--- src/rtl/clk_div_pkg.sv ---
// rtl/clk_div_pkg.sv - shared types and constants for the divided-clock detector
package clk_div_pkg;

    typedef enum logic [1:0] {
        IDLE = 2'd0,
        ARM  = 2'd1,
        MEAS = 2'd2
    } state_t;

    localparam int CNT_W_DEF = 16;

    // All-ones value of a w-bit counter, i.e. 2^w - 1.
    function automatic logic [63:0] sat_val(input int w);
        return (64'd1 << w) - 64'd1;
    endfunction

endpackage

--- src/rtl/clk_edge_sync.sv ---
// rtl/clk_edge_sync.sv - CLK_IN sample chain and rising-edge detect; CLK_DIV_DETECT_SYNC_EN adds two synchronizer flops
module clk_edge_sync (
    input  logic CLK,
    input  logic RST_N,
    input  logic CLK_IN,
    output logic s,
    output logic rise
);

    logic s0;
    logic s_prev;

`ifdef CLK_DIV_DETECT_SYNC_EN
    logic s1;
    logic s2;

    always_ff @(posedge CLK or negedge RST_N) begin
        if (!RST_N) begin
            s0     <= 1'b0;
            s1     <= 1'b0;
            s2     <= 1'b0;
            s_prev <= 1'b0;
        end else begin
            s0     <= CLK_IN;
            s1     <= s0;
            s2     <= s1;
            s_prev <= s2;
        end
    end

    assign s = s2;
`else
    always_ff @(posedge CLK or negedge RST_N) begin
        if (!RST_N) begin
            s0     <= 1'b0;
            s_prev <= 1'b0;
        end else begin
            s0     <= CLK_IN;
            s_prev <= s0;
        end
    end

    assign s = s0;
`endif

    assign rise = s & ~s_prev;

endmodule

--- src/rtl/clk_div_detect.sv ---
// rtl/clk_div_detect.sv - period/high/low measurement of a divided clock against CLK (option: CLK_DIV_DETECT_SYNC_EN)
module clk_div_detect
    import clk_div_pkg::*;
#(
    parameter int CNT_W = CNT_W_DEF
) (
    input  logic             CLK,
    input  logic             RST_N,
    input  logic             CLK_IN,
    input  logic             EN,
    output logic [CNT_W-1:0] PERIOD,
    output logic [CNT_W-1:0] HIGH_CNT,
    output logic [CNT_W-1:0] LOW_CNT,
    output logic             ODD,
    output logic             VALID,
    output logic             TIMEOUT
);

    localparam logic [CNT_W-1:0] SAT = CNT_W'(sat_val(CNT_W));
    localparam logic [CNT_W-1:0] ONE = CNT_W'(1);

    logic             s;
    logic             rise;
    state_t           state;
    logic [CNT_W-1:0] period_cnt;
    logic [CNT_W-1:0] high_cnt;

    clk_edge_sync u_edge (
        .CLK    (CLK),
        .RST_N  (RST_N),
        .CLK_IN (CLK_IN),
        .s      (s),
        .rise   (rise)
    );

    always_ff @(posedge CLK or negedge RST_N) begin
        if (!RST_N) begin
            state      <= IDLE;
            period_cnt <= '0;
            high_cnt   <= '0;
            PERIOD     <= '0;
            HIGH_CNT   <= '0;
            LOW_CNT    <= '0;
            ODD        <= 1'b0;
            VALID      <= 1'b0;
            TIMEOUT    <= 1'b0;
        end else begin
            VALID <= 1'b0;
            if (!EN) begin
                state      <= IDLE;
                period_cnt <= '0;
                high_cnt   <= '0;
                TIMEOUT    <= 1'b0;
            end else begin
                case (state)
                    IDLE: begin
                        period_cnt <= '0;
                        high_cnt   <= '0;
                        state      <= ARM;
                    end
                    // First edge after arming only starts the count.
                    ARM: begin
                        if (rise) begin
                            period_cnt <= ONE;
                            high_cnt   <= ONE;
                            state      <= MEAS;
                        end
                    end
                    MEAS: begin
                        if (rise) begin
                            PERIOD     <= period_cnt;
                            HIGH_CNT   <= high_cnt;
                            LOW_CNT    <= period_cnt - high_cnt;
                            ODD        <= period_cnt[0];
                            VALID      <= 1'b1;
                            TIMEOUT    <= 1'b0;
                            period_cnt <= ONE;
                            high_cnt   <= ONE;
                        end else if (period_cnt == SAT) begin
                            TIMEOUT    <= 1'b1;
                            period_cnt <= '0;
                            high_cnt   <= '0;
                            state      <= ARM;
                        end else begin
                            period_cnt <= period_cnt + ONE;
                            high_cnt   <= high_cnt + {{(CNT_W-1){1'b0}}, s};
                        end
                    end
                    default: begin
                        state      <= IDLE;
                        period_cnt <= '0;
                        high_cnt   <= '0;
                    end
                endcase
            end
        end
    end

endmodule

--- config.mk ---
export PLATFORM = sky130hd
export DESIGN_NAME = clk_div_detect
export DESIGN_NICKNAME = d
export VERILOG_FILES = /design/src/rtl/clk_div_pkg.sv /design/src/rtl/clk_edge_sync.sv /design/src/rtl/clk_div_detect.sv
export SDC_FILE = /design/constraint.sdc
export NUM_CORES = 1
export LEC_CHECK = 0
export CORE_MARGIN = 8
export CORE_UTILIZATION = 25
export CTS_CLUSTER_DIAMETER = 150
export CTS_CLUSTER_SIZE = 28
export DETAILED_ROUTE_END_ITERATION = 16
export PLACE_DENSITY = 0.52
export SYNTH_ARGS = -nofsm -noshare
export SYNTH_HDL_FRONTEND = slang
export SYNTH_SLANG_ARGS = --single-unit
--- constraint.sdc ---
create_clock -name CLK -period 1.9 [get_ports CLK]
set_input_delay 0.38 -clock CLK [delete_from_list [all_inputs] [get_ports CLK]]
set_output_delay 0.38 -clock CLK [all_outputs]
set_load 0.02 [all_outputs]
# Word-level counts from Yosys, hierarchy flattened
# Index checks and enable logic that the tools add are counted.
[word_totals]
ff_bits = 87
latchBits = 0
ramBits = 0
mem_bits_ro = 0
in_bits = 4
output_inout_bits = 51
wordCells = 49
mem_count = 0
[classes]
add_sub_neg = 3
n_mul = 0
div = 0
order_cmp = 0
n_eq_ne = 8
shifts = 0
muxes = 21
n_bitwise = 2
n_reduce_logical = 4
[ops]
columns = ["op", "n"]
rows = [
  ["$mux 16", 7],
  ["$pmux 16 s2", 2],
  ["$add 16x1->16", 1],
  ["$add 16x1->16 const B", 1],
  ["$eq 16x16->1 const B", 1],
  ["$sub 16x16->16", 1],
  ["$ne 3x3->1 const B", 3],
  ["$mux 2", 4],
  ["$mux 1", 7],
  ["$pmux 2 s3", 1],
  ["$reduce_and 3->1", 2],
  ["$ne 3x1->1 const B", 1],
  ["$eq 2x1->1 const B", 1],
  ["$eq 2x2->1 const B", 1],
  ["$logic_not 2->1", 1],
  ["$ne 2x1->1 const B", 1],
  ["$reduce_and 2->1", 1],
  ["$and 1x1->1", 1],
  ["$not 1->1", 1],
]

# Longest topological paths before layout
[logic_depth]
word_depth = 5
mapped_depth = 9
mapped_depth_nobuf = 9

# Modules after synthesis
# A second synthesis with hierarchy kept.
[hier_totals]
cells_unflattened = 454
hier_area_um2 = 4458.0
[by_module_without_submodules]
columns = ["mod", "instances", "cells_per_inst", "area_per_inst_um2", "seq_area_each_um2"]
rows = [
  ["clk_div_detect", 1, 451, 4394.2, 2102.0],
  ["clk_edge_sync", 1, 3, 63.8, 50.0],
]

# Least setup slack after synthesis
# No wires, ideal clock.
[synth_path]
path_kind = "reg-to-reg"
start = "register period_cnt[0]"
end = "register LOW_CNT[14]"
setup_ns = 0.134
t_arrival_ns = 1.944
t_required_ns = 1.766
slack_ns = -0.178
path_stages_with_launch = 10
path_buffers = 0
period_less_slack_ns = 2.078
path_cell_list = "dfrtp_1 > inv_1 > ha_1 > fa_1 > nor2b_1 > o31a_1 > o21ai_2 > o31ai_1 > xnor2_1 > o21ai_0"
[synth_via]
elab_chain_cells = 1
[synth_lines]
columns = ["element", "line_no", "source"]
rows = [
  ["from (decl)", "clk_div_detect.sv:25", "logic [CNT_W-1:0] period_cnt;"],
  ["from (signal assigned)", "clk_div_detect.sv:85", "period_cnt <= period_cnt + ONE;"],
  ["$sub 16x16->16", "clk_div_detect.sv:73", "LOW_CNT <= period_cnt - high_cnt;"],
  ["to (signal assigned)", "clk_div_detect.sv:73", ""],
  ["to (decl)", "clk_div_detect.sv:13", "output logic [CNT_W-1:0] LOW_CNT,"],
]
# No other way between the ends.
# A chain may end at the register's enable or synchronous reset.

# Worst setup path in the final report
[layout_path]
start = "register high_cnt[0]"
end = "register LOW_CNT[14]"
[layout_via]
elab_chain_cells = 1
[layout_lines]
columns = ["element", "line_no", "source"]
rows = [
  ["from (decl)", "clk_div_detect.sv:26", "logic [CNT_W-1:0] high_cnt;"],
  ["from (signal assigned)", "clk_div_detect.sv:86", "high_cnt <= high_cnt + {{(CNT_W-1){1'b0}}, s};"],
  ["$sub 16x16->16", "clk_div_detect.sv:73", ""],
]
# No other way between the ends.

==> impl_results.md <==
- Comb pwr share: about 14%
- CTS root buffer: clkbuf_16
- Synth cell types: 62
- DRC: 0
- RSZ-0062 raised after global routing: yes
- Ratio of final minimum period to clock period: 108%
- Busiest layer in global routing: met2
- Final Critical Period: 2050 ps
- DR pass1 iterations: 4
- Slew Limit Headroom: between 60% and 70%
- Sw Pwr: approximately 1.2 mW
- Worst setup EP type: flop
- Grt met2 use: 19.0%
- Delay-heaviest family, CP: compound AO/OA/AOI/OAI gates
- Initial DRC Count: between 200 and 250
- Number of synthesized register bits: between 80 and 90
- CP Data Required Time: 2130 ps
- Filler instances: ~1800
- EDFF count, synth: 0
- Post-synth top area share: 46.9%
- Final wirelength: about 13000 um
- R2r worst-path depth: 8
- Top cells by count, synth: 111 x nand2_1, 86 x dfrtp_1, 49 x o21ai_0, 26 x nor2_1, 24 x inv_1
- Buffer depth of the longest clock path: 2
- RR Startpoint: high_cnt[0]
- Die Span Y: approximately 150 um
- Port bufs: 54
- Post-Layout Inst Area: 6890 sq um
- Slowest cell on crit path: dfrtp_1
- Critical Path Start Type: flop
- Cell area after synthesis: roughly 4600 sq um
- Buf/Inv on CP: 0
- Crit Path Class: reg2reg
- Syn nets: ~530
- Vias in the first global route: 4082
- Synth warn: 0
- Pre-CTS setup slack: -216 ps
- Hold WC Path Type: in2async
- Wirelength per Cell: between 10 and 15 um
- # diodes: 0
- Synth area leader: dfrtp_1
- GRT Total Usage: around an eighth
- VDD IR max: around 350 uV
- Register share of total power: a little over two fifths
- Clock transition at the registers of the reported paths: ~70 ps
- Sequential area share after synthesis: between 40 and 50%
- Initial antenna violation count: 0
- RePlAce Congestion: approximately 0.86
- Htree depth: 3
- Outcome: finished with violations
- Cells along the critical path: ha_4, fa_2, nor2b_4, o31a_1, o21ai_2, o31ai_2, xnor2_1, o21ai_1
- P_leak: 3.11 nW
- Violated checks: negative setup slack
- # IOs: 55
- Clock Power Share: between 40 and 50%
- Largest fanout on the critical path: 4
- Final setup viols: 9
- Placed cell count: about 850
- Largest net degree at the start of global routing: 45
- DP Wirelength: between 9000 and 10000 um
- Post-placement cell area: approximately 6100 sq um
- Row cnt: between 40 and 50
- Grt total ovfl: 0
- Drt via density: around 4.6
- Pwr/cell area: approximately 630 nW/um^2
- CTS tree: yes
- Cell with the most instances after synthesis: nand2_1
- Routed vias: roughly 4200
- Reg-to-Reg End: LOW_CNT[14]
- Layout cell share with drive strength beyond 1: 29.6%
- Fmax: 0.487 GHz
- Core Area: approximately 18000 sq um
- Post-Syn Area per Cell: 9.17 sq um
- Max-Cap Viols: 0
- Setup WS post-layout: -152 ps
- Final ANT Viol Nets: 0
- CP max stage delay: roughly 420 ps
- Cells after Synth: 501
- Synth top area cells: dfrtp_1 47%, nand2_1 9.1%, ha_1 5.4%
- Slew Limit Fails: 0
- Ys flop type: dfrtp_1
- Worst-margin pin slew: around 470 ps
- Die ar.: 23000 sq um
- Area delta synth->final: 50.1%
- CTS buffer count: 9
- Clock Latency Late Sink: 360 ps
- Final Hold Vio Count: 0
- Fin Hold WS: 466 ps
- Met3 Usage GRT: roughly 2.4%
- Final core area utilization: approximately two fifths
- Synth async-reset ratio: 100%
- Layout Nets: 690
- Internal Dissipation: 3.18 mW
- Initial cell density of the core: 25.5%
- Clk_skew: about 12 ps
- Clock sinks: 86
- Sw Ratio: a little over a quarter
- First-pass GRT wire length: around 21000 um
- Met1 Resource Use GR: around 15%
- Worst EP arrival: between 2000 and 2500 ps
- Reg2reg setup slack: -150 ps
- Die W: 152 um
- Post-route non-filler standard cell count: 899
worst reg2reg max path: stages (launching register included):
cell,delay [ps]
dfrtp_1,420
ha_4,180
fa_2,370
nor2b_4,140
o31a_1,230
o21ai_2,110
o31ai_2,280
xnor2_1,140
o21ai_1,70
placed cells by master, fill, tap and decap left out, drive strengths merged, types with 9 or more instances in the layout:
master / count
buf: 120
nand2: 112
dfrtp: 86
o21ai: 63
clkdlybuf4s50: 53
nor2: 28
inv: 26
nand3: 20
ha: 20
a21oi: 19
xnor2: 13
o31ai: 11
xor2: 9
clkbuf: 9
and3: 9
state kept, by name, summed over array words and instances, names as in the netlist:
signal         flops
LOW_CNT           16
TIMEOUT            1
state              2
u_edge.s           1
u_edge.s_prev      1
HIGH_CNT          16
PERIOD            16
VALID              1
period_cnt        16
high_cnt          16
power by group through the flow:
stage | combinational (mW) | clock, mW | sequential (mW)
after floorplan | 0.280 | 0 | 1.92
after global routing | 0.686 | 1.98 | 1.88
after CTS | 0.556 | 1.91 | 1.87
final | 0.621 | 1.85 | 1.88
after detailed placement | 0.523 | 0 | 1.91
after global placement | 0.517 | 0 | 1.91
layer usage:
layer / wire length (um) / vias to the layer above / part of all wire (%)
met5: 0 / - / 0
li1: - / 2060 / -
met4: 270 / 0 / 2.0
met3: 608 / 18 / 4.6
met1: 6020 / 2001 / 45
met2: 6440 / 88 / 48
cell type report:
cell class / instances / area [sq um] / share of cell area [%]
multi-input cells: 369 / 2460 / 35.7
flip-flops and latches: 86 / 2160 / 31.3
repair buffers: 175 / 1590 / 23.1
well taps: 229 / 287 / 4.16
clock buffers: 9 / 225 / 3.27
inverters: 24 / 90.1 / 1.31
clock inverters: 7 / 82.6 / 1.20
stage by stage:
stage | power [mW] | setup TNS, ps
6_report | 4.35 | -746
5_1_grt | 4.54 | -2100
4_1_cts | 4.34 | -394
3_5_place_dp | 2.43 | -3340
3_3_place_gp | 2.42 | -3060
2_1_floorplan | 2.20 | -33.4
kinds of logic (layout without fill, tap and decap cells):
group | after synthesis | in the layout | share of synthesized area (%)
compound gates | 121 | 121 | 16.6
mux | 1 | 1 | 0.218
flops | 86 | 86 | 46.9
simple gates | 204 | 204 | 21.6
xor+xnor | 22 | 22 | 4.20
fa+ha+maj | 21 | 21 | 5.89
buf+inv | 46 | 215 | 4.60
repair_timing:
item / CTS / global route
setup endpoints to repair: 21 / 35
buffers inserted: 10 / 17
endpoints found under the hold margin: 21 / 0
gates resized for setup: 28 / 37
gates cloned: 1 / 0
hold buffers: 1 / 0
pin swaps: 23 / 27
how the worst max path moves through the flow:
stage / startpoint / slack, ps / cells past startpoint / endpoint
2_1_floorplan: period_cnt[0] / -20 / 9 / LOW_CNT[14]
3_3_place_gp: EN / -240 / 7 / period_cnt[0]
3_5_place_dp: EN / -220 / 7 / period_cnt[0]
4_1_cts: period_cnt[3] / -100 / 8 / LOW_CNT[11]
5_1_grt: high_cnt[1] / -280 / 8 / LOW_CNT[14]
6_report: high_cnt[0] / -150 / 8 / LOW_CNT[14]
Note: power is estimated with default switching activity, not from simulation.
